**config.mk**
```make
export PLATFORM = sky130hd
export DESIGN_NAME = time_param_sequencer
export DESIGN_NICKNAME = d
export VERILOG_FILES = /design/src/rtl/time_param_sequencer.sv
export SDC_FILE = /design/constraint.sdc
export NUM_CORES = 1
export LEC_CHECK = 0
export CAP_MARGIN = 20
export CORE_AREA = 2 2 88 90
export DETAILED_ROUTE_END_ITERATION = 6
export DIE_AREA = 0 0 90 92
export PLACE_DENSITY = 0.8
export SYNTH_ARGS = -nofsm -noshare
export SYNTH_HDL_FRONTEND = slang
export SYNTH_SLANG_ARGS = --single-unit
```
**constraint.sdc**
```tcl
create_clock -name clock -period 2.33 [get_ports clock]
set_clock_uncertainty 0.1 [all_clocks]
set_input_delay 0.5825 -clock clock [delete_from_list [all_inputs] [get_ports clock]]
set_output_delay 0.5825 -clock clock [all_outputs]
set_load 0.1 [all_outputs]
```
**src/rtl/time_param_sequencer.sv**
```systemverilog
// time_param_sequencer
// Operator-facing editor for the four traffic-light time parameters. The
// operator edits 4-bit shadow copies, then commits them. The commit waits
// for a safe light phase and writes parameters 00..11 to the store as one
// unbroken pulse/gap sequence.
//
// Ports:
//   clock, reset        system clock, synchronous active-high reset
//   enable_1Hz          one-cycle tick that drives the edit inactivity timeout
//   edit_btn            rising edge enters edit mode, or commits from it
//   next_btn            rising edge selects the next parameter
//   inc_btn             rising edge increments the selected value
//   fsm_safe            high when the light FSM allows reprogramming
//   prog_pulse          one-cycle reprogram strobe to the parameter store
//   time_param_selector parameter index carried with prog_pulse
//   time_value          parameter value carried with prog_pulse
//   editing / busy      state indicators (EDIT / WAIT_SAFE or WRITE)
//   cur_sel / cur_val   selected parameter and its value, for display
module time_param_sequencer #(
    parameter int unsigned TIMEOUT_S = 15,
    parameter logic [3:0]  DEF_BASE  = 4'd6,
    parameter logic [3:0]  DEF_EXT   = 4'd3,
    parameter logic [3:0]  DEF_YEL   = 4'd2,
    parameter logic [3:0]  DEF_WALK  = 4'd3
) (
    input  logic       clock,
    input  logic       reset,
    input  logic       enable_1Hz,
    input  logic       edit_btn,
    input  logic       next_btn,
    input  logic       inc_btn,
    input  logic       fsm_safe,
    output logic       prog_pulse,
    output logic [1:0] time_param_selector,
    output logic [3:0] time_value,
    output logic       editing,
    output logic       busy,
    output logic [1:0] cur_sel,
    output logic [3:0] cur_val
);

    typedef enum logic [1:0] {S_IDLE, S_EDIT, S_WAIT_SAFE, S_WRITE} state_t;

    localparam logic [7:0] TMO = 8'(TIMEOUT_S);

    state_t     state_q, state_d;
    logic [3:0] committed_q [4];
    logic [3:0] committed_d [4];
    logic [3:0] shadow_q [4];
    logic [3:0] shadow_d [4];
    logic [1:0] sel_q, sel_d;
    logic [1:0] widx_q, widx_d;
    logic [7:0] tmo_q, tmo_d;
    logic       gap_q, gap_d;
    logic       edit_q, next_q, inc_q;
    logic       edit_ev, next_ev, inc_ev;

    logic       prog_pulse_q, pulse_d;
    logic [1:0] tps_q, tps_d;
    logic [3:0] tv_q, tv_d;
    logic       editing_q, busy_q;
    logic [1:0] cur_sel_q;
    logic [3:0] cur_val_q, cur_val_d;

    assign edit_ev = edit_btn & ~edit_q;
    assign next_ev = next_btn & ~next_q;
    assign inc_ev  = inc_btn  & ~inc_q;

    always_comb begin
        state_d     = state_q;
        committed_d = committed_q;
        shadow_d    = shadow_q;
        sel_d       = sel_q;
        widx_d      = widx_q;
        tmo_d       = tmo_q;
        gap_d       = gap_q;

        case (state_q)
            S_IDLE: begin
                if (edit_ev) begin
                    shadow_d = committed_q;
                    sel_d    = 2'd0;
                    tmo_d    = '0;
                    state_d  = S_EDIT;
                end
            end
            S_EDIT: begin
                // edit > inc > next; lower-priority events are dropped
                if (edit_ev) begin
                    tmo_d   = '0;
                    state_d = S_WAIT_SAFE;
                end else if (inc_ev) begin
                    tmo_d = '0;
                    shadow_d[sel_q] = (shadow_q[sel_q] == 4'hF) ? 4'h1
                                                                : shadow_q[sel_q] + 4'h1;
                end else if (next_ev) begin
                    tmo_d = '0;
                    sel_d = sel_q + 2'd1;
                end else if (enable_1Hz) begin
                    if (tmo_q + 8'd1 == TMO) begin
                        tmo_d   = '0;
                        state_d = S_IDLE;
                    end else begin
                        tmo_d = tmo_q + 8'd1;
                    end
                end
            end
            S_WAIT_SAFE: begin
                if (fsm_safe) begin
                    widx_d  = 2'd0;
                    gap_d   = 1'b0;
                    state_d = S_WRITE;
                end
            end
            S_WRITE: begin
                // fsm_safe is deliberately not sampled here: once started,
                // all four writes complete.
                if (!gap_q) begin
                    gap_d = 1'b1;
                end else if (widx_q == 2'd3) begin
                    gap_d   = 1'b0;
                    state_d = S_IDLE;
                end else begin
                    gap_d  = 1'b0;
                    widx_d = widx_q + 2'd1;
                end
            end
            default: state_d = S_IDLE;
        endcase

        // Outputs are decoded from next-state values so they register on the
        // same edge as the state they describe.
        pulse_d = (state_d == S_WRITE) && !gap_d;
        tps_d   = tps_q;
        tv_d    = tv_q;
        if (pulse_d) begin
            committed_d[widx_d] = shadow_q[widx_d];
            tps_d               = widx_d;
            tv_d                = shadow_q[widx_d];
        end
        cur_val_d = (state_d == S_EDIT) ? shadow_d[sel_d] : committed_d[sel_d];
    end

    always_ff @(posedge clock) begin
        if (reset) begin
            state_q      <= S_IDLE;
            committed_q  <= '{DEF_BASE, DEF_EXT, DEF_YEL, DEF_WALK};
            shadow_q     <= '{DEF_BASE, DEF_EXT, DEF_YEL, DEF_WALK};
            sel_q        <= '0;
            widx_q       <= '0;
            tmo_q        <= '0;
            gap_q        <= 1'b0;
            edit_q       <= 1'b0;
            next_q       <= 1'b0;
            inc_q        <= 1'b0;
            prog_pulse_q <= 1'b0;
            tps_q        <= '0;
            tv_q         <= DEF_BASE;
            editing_q    <= 1'b0;
            busy_q       <= 1'b0;
            cur_sel_q    <= '0;
            cur_val_q    <= DEF_BASE;
        end else begin
            state_q      <= state_d;
            committed_q  <= committed_d;
            shadow_q     <= shadow_d;
            sel_q        <= sel_d;
            widx_q       <= widx_d;
            tmo_q        <= tmo_d;
            gap_q        <= gap_d;
            edit_q       <= edit_btn;
            next_q       <= next_btn;
            inc_q        <= inc_btn;
            prog_pulse_q <= pulse_d;
            tps_q        <= tps_d;
            tv_q         <= tv_d;
            editing_q    <= (state_d == S_EDIT);
            busy_q       <= (state_d == S_WAIT_SAFE) || (state_d == S_WRITE);
            cur_sel_q    <= sel_d;
            cur_val_q    <= cur_val_d;
        end
    end

    assign prog_pulse          = prog_pulse_q;
    assign time_param_selector = tps_q;
    assign time_value          = tv_q;
    assign editing             = editing_q;
    assign busy                = busy_q;
    assign cur_sel             = cur_sel_q;
    assign cur_val             = cur_val_q;

endmodule

```
Word-level counts from Yosys, hierarchy flattened
Cells that the tools add are included.
- register bits after elaboration: 63
- input port bits: 7
- output and inout bits: 15
- add/subtract/negate cells: 4
- order comparisons: 5
- equal/unequal tests: 11
- mux-type cells: 54
- bitwise logic cells: 9
- reductions and logical operators: 8
- operator list (kind ; number):
    2-to-1 mux 16 bit ; 4
    2-to-1 mux 4 bit ; 12
    2-to-1 mux 8 bit ; 6
    binary-select mux 4 bit (select 2 bit) ; 4
    bitwise mux 16 bit ; 2
    2-to-1 mux 2 bit ; 16
    one-hot mux 16 bit (2 select lines) ; 1
    demux 4 bit (select 2 bit) ; 2
    one-hot mux 8 bit (2 select lines) ; 1
    == test 2 bit (second input constant) ; 5
    greater-or-equal comparator 3 bit (second input constant) ; 3
    inverter 2 -> 3 bit ; 3
    adder 8 x 1 -> 8 bit (second input constant) ; 1
    == test 8 x 4 -> 1 bit (second input constant) ; 1
    one-hot mux 2 bit (2 select lines) ; 2
    one-hot mux 2 bit (4 select lines) ; 1
    less-than comparator 3 x 1 -> 1 bit (second input constant) ; 2
    != test 5 bit (second input constant) ; 1
    adder 2 x 1 -> 2 bit (second input constant) ; 2
    adder 4 x 1 -> 4 bit (second input constant) ; 1
    == test 2 x 1 -> 1 bit (second input constant) ; 2
    == test 4 bit (second input constant) ; 1
    bitwise AND 1 bit ; 3
    logical AND 1 bit ; 3
    other kinds (9) ; 12

Longest topological paths before layout
- depth in word-level cells: 15
- gate-level depth with buffers: 10
- mapped depth without buffers: 8

Worst setup path before layout
OpenSTA, ideal clock, no wires.
- path type: flip-flop to flip-flop
- start: register, netlist name cur_sel[0]
- end: register cur_val_q[1] (netlist: cur_val[1])
- setup time: 0.079 ns
- arrival time: 2.881 ns
- slack: -0.730 ns
- stages on the path, launching flop included: 9
- path buffers: 1
- period minus slack after synthesis: 3.060 ns
- cells stage by stage: dfxtp_1 > buf_6 > mux4_2 > ha_1 > mux2i_1 > a221o_1 > mux2i_1 > mux2i_1 > a22oi_1
- RTL lines (what ; RTL line ; RTL):
    end signal, assigned ; 180 ; cur_val_q <= cur_val_d;
    end, declared ; 63 ; logic [3:0] cur_val_q, cur_val_d;

==> flow_summary_export.csv <==
group,metric,value,unit
status,status,"finished, violations left",
timing,fmax,409,MHz
synthesis,syn_inst,457,
clock_tree,tritoncts,"built",
detailed_routing,dr.pass1.iters,5,
synthesis,avgSynthCellArea,8.47,um^2
pwr,power_density,493,nW/um^2
flow_run,drv_cap,0,
detailed_routing,vias,4119,
synthesis,yosysWarnings,0,
global_routing,grt_pass1_vias,4040,
pwr,power.internal,1.82,mW
detailed_routing,wl_per_cell,19.0,um
detailed_routing,routed_wl,12700,um
timing,slew_viol_final,0,
cells_and_area,final_common_cell,"buf_4",
floorplan,dieHeight,92,um
timing,setup_viol,3,
cells_and_area,diodes,0,
cells_and_area,final_cell_count_no_fill,670,
setup_path,crit_chain,"mux4_2 -> ha_4 -> mux2i_1 -> a221o_1 -> mux2i_1 -> mux2i_1 -> a22oi_1",
global_routing,grt_use_total,30.2,%
placed_design,io_buffers,21,
synthesis,yosysTopAreaCell,"dfxtp_1",
floorplan,start_util,51.9,%
pwr,p_seq_share,43.7,%
synthesis,synthArstFlopShare,0,%
timing,grt_setup_unrepaired,"yes",
clock_tree,cts.sinks,63,
global_routing,grt_max_degree,30,
cells_and_area,nets,579,
synthesis,synth_ff_type,"dfxtp_1",
floorplan,core,7450,um^2
clock_tree,hold_buffers,0,
status,violations,"negative setup slack",
global_routing,antenna_found_initial,0,
clock_tree,numCtsBuffers,9,
timing,hold_viol_final,0,
placed_design,gp_congestion,0.951,
setup_path,cpMostUsedCell,"mux2i_1",
pwr,ir_drop,394,uV
setup_path,cpPeakStageDelay,0.62,ns
setup_path,worst_path_max_delay_cell,"mux4_2",
cells_and_area,area_growth,35.6,%
floorplan,die_x,90,um
pwr,p_leak,2.16,nW
synthesis,synth_seq_cells,63,
detailed_routing,drt-initial-drc-count,430,
worst_hold_path,min_path_cells,2,
pwr,p_total,2.59,mW
synthesis,syn_area,3870,um^2
synthesis,synth.distinct_cells,71,
clock_tree,clk_path_buf_depth,2,
setup_path,worstRegToRegCells,7,
timing,setup_ws,-0.113,ns
detailed_routing,postRouteAntennaNets,0,
setup_path,crit_path_start,"cur_sel[0]",
timing,fin_hold_ws,0.373,ns
pwr,swShare,29.8,%
placed_design,dpl.hpwl,8720,um
clock_tree,cts_root_buf,"clkbuf_8",
placed_design,post-place-cells,642,
synthesis,netlist.area_leader.share,32.6,%
cells_and_area,finalCoreUtilization,70.4,%
pwr,p_comb_share,22.9,%
detailed_routing,drcViolationCount,0,
timing,min_period,2.44,ns
clock_tree,htreeDepth,3,
synthesis,yosys-top-cells-area,"dfxtp_1, mux2i_1, nor2_1",
timing,finalCritPeriodShare,105,%
clock_tree,clock_latency,0.34,ns
setup_path,timing.rr.start,"cur_sel[0]",
worst_hold_path,hp-class,"reg -> reg",
cells_and_area,drive_gt1_share,36.3,%
placed_design,dpl-instance-area,4760,um^2
synthesis,synth_edf_count,0,
worst_hold_path,min_from,"time_param_selector[0]",
setup_path,cp_data_required_time,2.49,ns
floorplan,pin_count,22,
pwr,p_switching,772,uW
setup_path,end_kind,"flop",
setup_path,cp-start-kind,"flop",
floorplan,die_area,8280,um^2
timing,worstMarginPinSlew,0.590,ns
pwr,pwr-share-clk,33.4,%
setup_path,path_max_fanout,5,
cells_and_area,layout_common_cells,"buf_4, dfxtp_1, nor2_1",
synthesis,seq_area_frac_synth,32.6,%
setup_path,arrival,2.61,ns
floorplan,row_count,32,
setup_path,critPathKind,"reg -> reg",
global_routing,grt_pass1_wl,19800,um
global_routing,overflow,0,
timing,slew_headroom,60.6,%
cells_and_area,final_cell_area,5250,um^2
synthesis,syn_nets,471,
detailed_routing,avgViaCountPerCell,6.15,
clock_tree,clk_pin_slew,0.07,ns
-- worst paths after layout --
| check | to | slack [ns] |
|---|---|---|
| min | time_param_selector[0] | 0.37 |
| max reg2reg | cur_val[1] | -0.11 |
| max | cur_val[1] | -0.11 |
| min reg2reg | time_param_selector[0] | 0.37 |
-- layer usage --
| metal | vias up | global-route usage [%] | part of all wire (%) |
|---|---|---|---|
| met2 | 249 | 49.3 | 47 |
| met5 | - | 0 | 0 |
| met4 | 0 | 16.4 | 4.8 |
| met1 | 1929 | 36.7 | 39 |
| met3 | 56 | 7.56 | 9.3 |
| li1 | 1885 | - | - |
-- cell families after synthesis --
| logic type | share of synthesized area, % |
|---|---|
| simple gates | 24.0 |
| compound gates | 23.2 |
| flops | 32.6 |
| buf+inv | 4.98 |
| mux | 12.3 |
| fa+ha+maj | 2.26 |
| xor+xnor | 0.679 |
-- registers in the layout, indices dropped and copies added, names as in the netlist --
register / cells
cur_sel: 2
inc_q: 1
tmo_q: 8
prog_pulse: 1
next_q: 1
shadow_q: 16
edit_q: 1
cur_val: 4
state_q: 2
committed_q: 16
busy: 1
editing: 1
widx_q: 2
time_param_selector: 2
time_value: 4
gap_q: 1
-- power groups by stage --
stage | registers [mW] | clock network, mW | logic [mW]
final | 1.13 | 0.864 | 0.593
after floorplan | 1.21 | 0 | 0.268
after CTS | 1.13 | 0.876 | 0.551
after global placement | 1.15 | 0 | 0.523
after detailed placement | 1.15 | 0 | 0.530
after global routing | 1.13 | 0.940 | 0.623
-- metrics by stage --
step | setup WS [ns] | TNS [ns]
after floorplan | -0.149 | -0.276
after global placement | -0.579 | -12.18
after detailed placement | -0.621 | -13.86
after CTS | -0.0571 | -0.0571
after global routing | -0.168 | -0.445
final | -0.113 | -0.220
-- what timing repair did --
item                       in CTS  in global routing
pin swaps                       8                  8
hold endpoints to repair        0                  0
resized for setup              25                 30
setup endpoints to repair      19                 10
setup buffers                   8                  6
-- cell usage after synthesis, drive strengths merged (3+ instances only) --
cell type / number
a21oi: 25
o21a: 3
dfxtp: 63
o211ai: 3
a221oi: 4
nand4: 3
a31o: 3
nor3: 14
a211oi: 5
a221o: 4
inv: 8
o22a: 4
nand3: 11
nand2: 46
ha: 7
a311oi: 6
nor2b: 12
a21boi: 3
a22oi: 8
xnor2: 3
or2: 3
a31oi: 5
mux2i: 26
and2: 8
o22ai: 9
and3: 6
clkbuf: 11
nand2b: 10
o21ai: 31
nor2: 59
a21o: 5
mux4: 8
buf: 18
-- worst max-delay path, delay by kind of cell, from the launching register on --
| kind | cells | cell delay [ns] |
|---|---|---|
| mux | 4 | 0.98 |
| compound gates | 2 | 0.53 |
| flops | 1 | 0.43 |
| fa+ha+maj | 1 | 0.33 |
-- layout make-up --
cell class | instances | area (um^2)
clock buffer | 13 | 169
clock inverter | 1 | 5.00
fill | 585 | 2200
inverter | 8 | 30.0
multi-input combinational | 357 | 2620
sequential | 63 | 1270
tap | 102 | 128
timing repair buffer | 126 | 1020
Note: power is estimated with default switching activity, not from simulation.
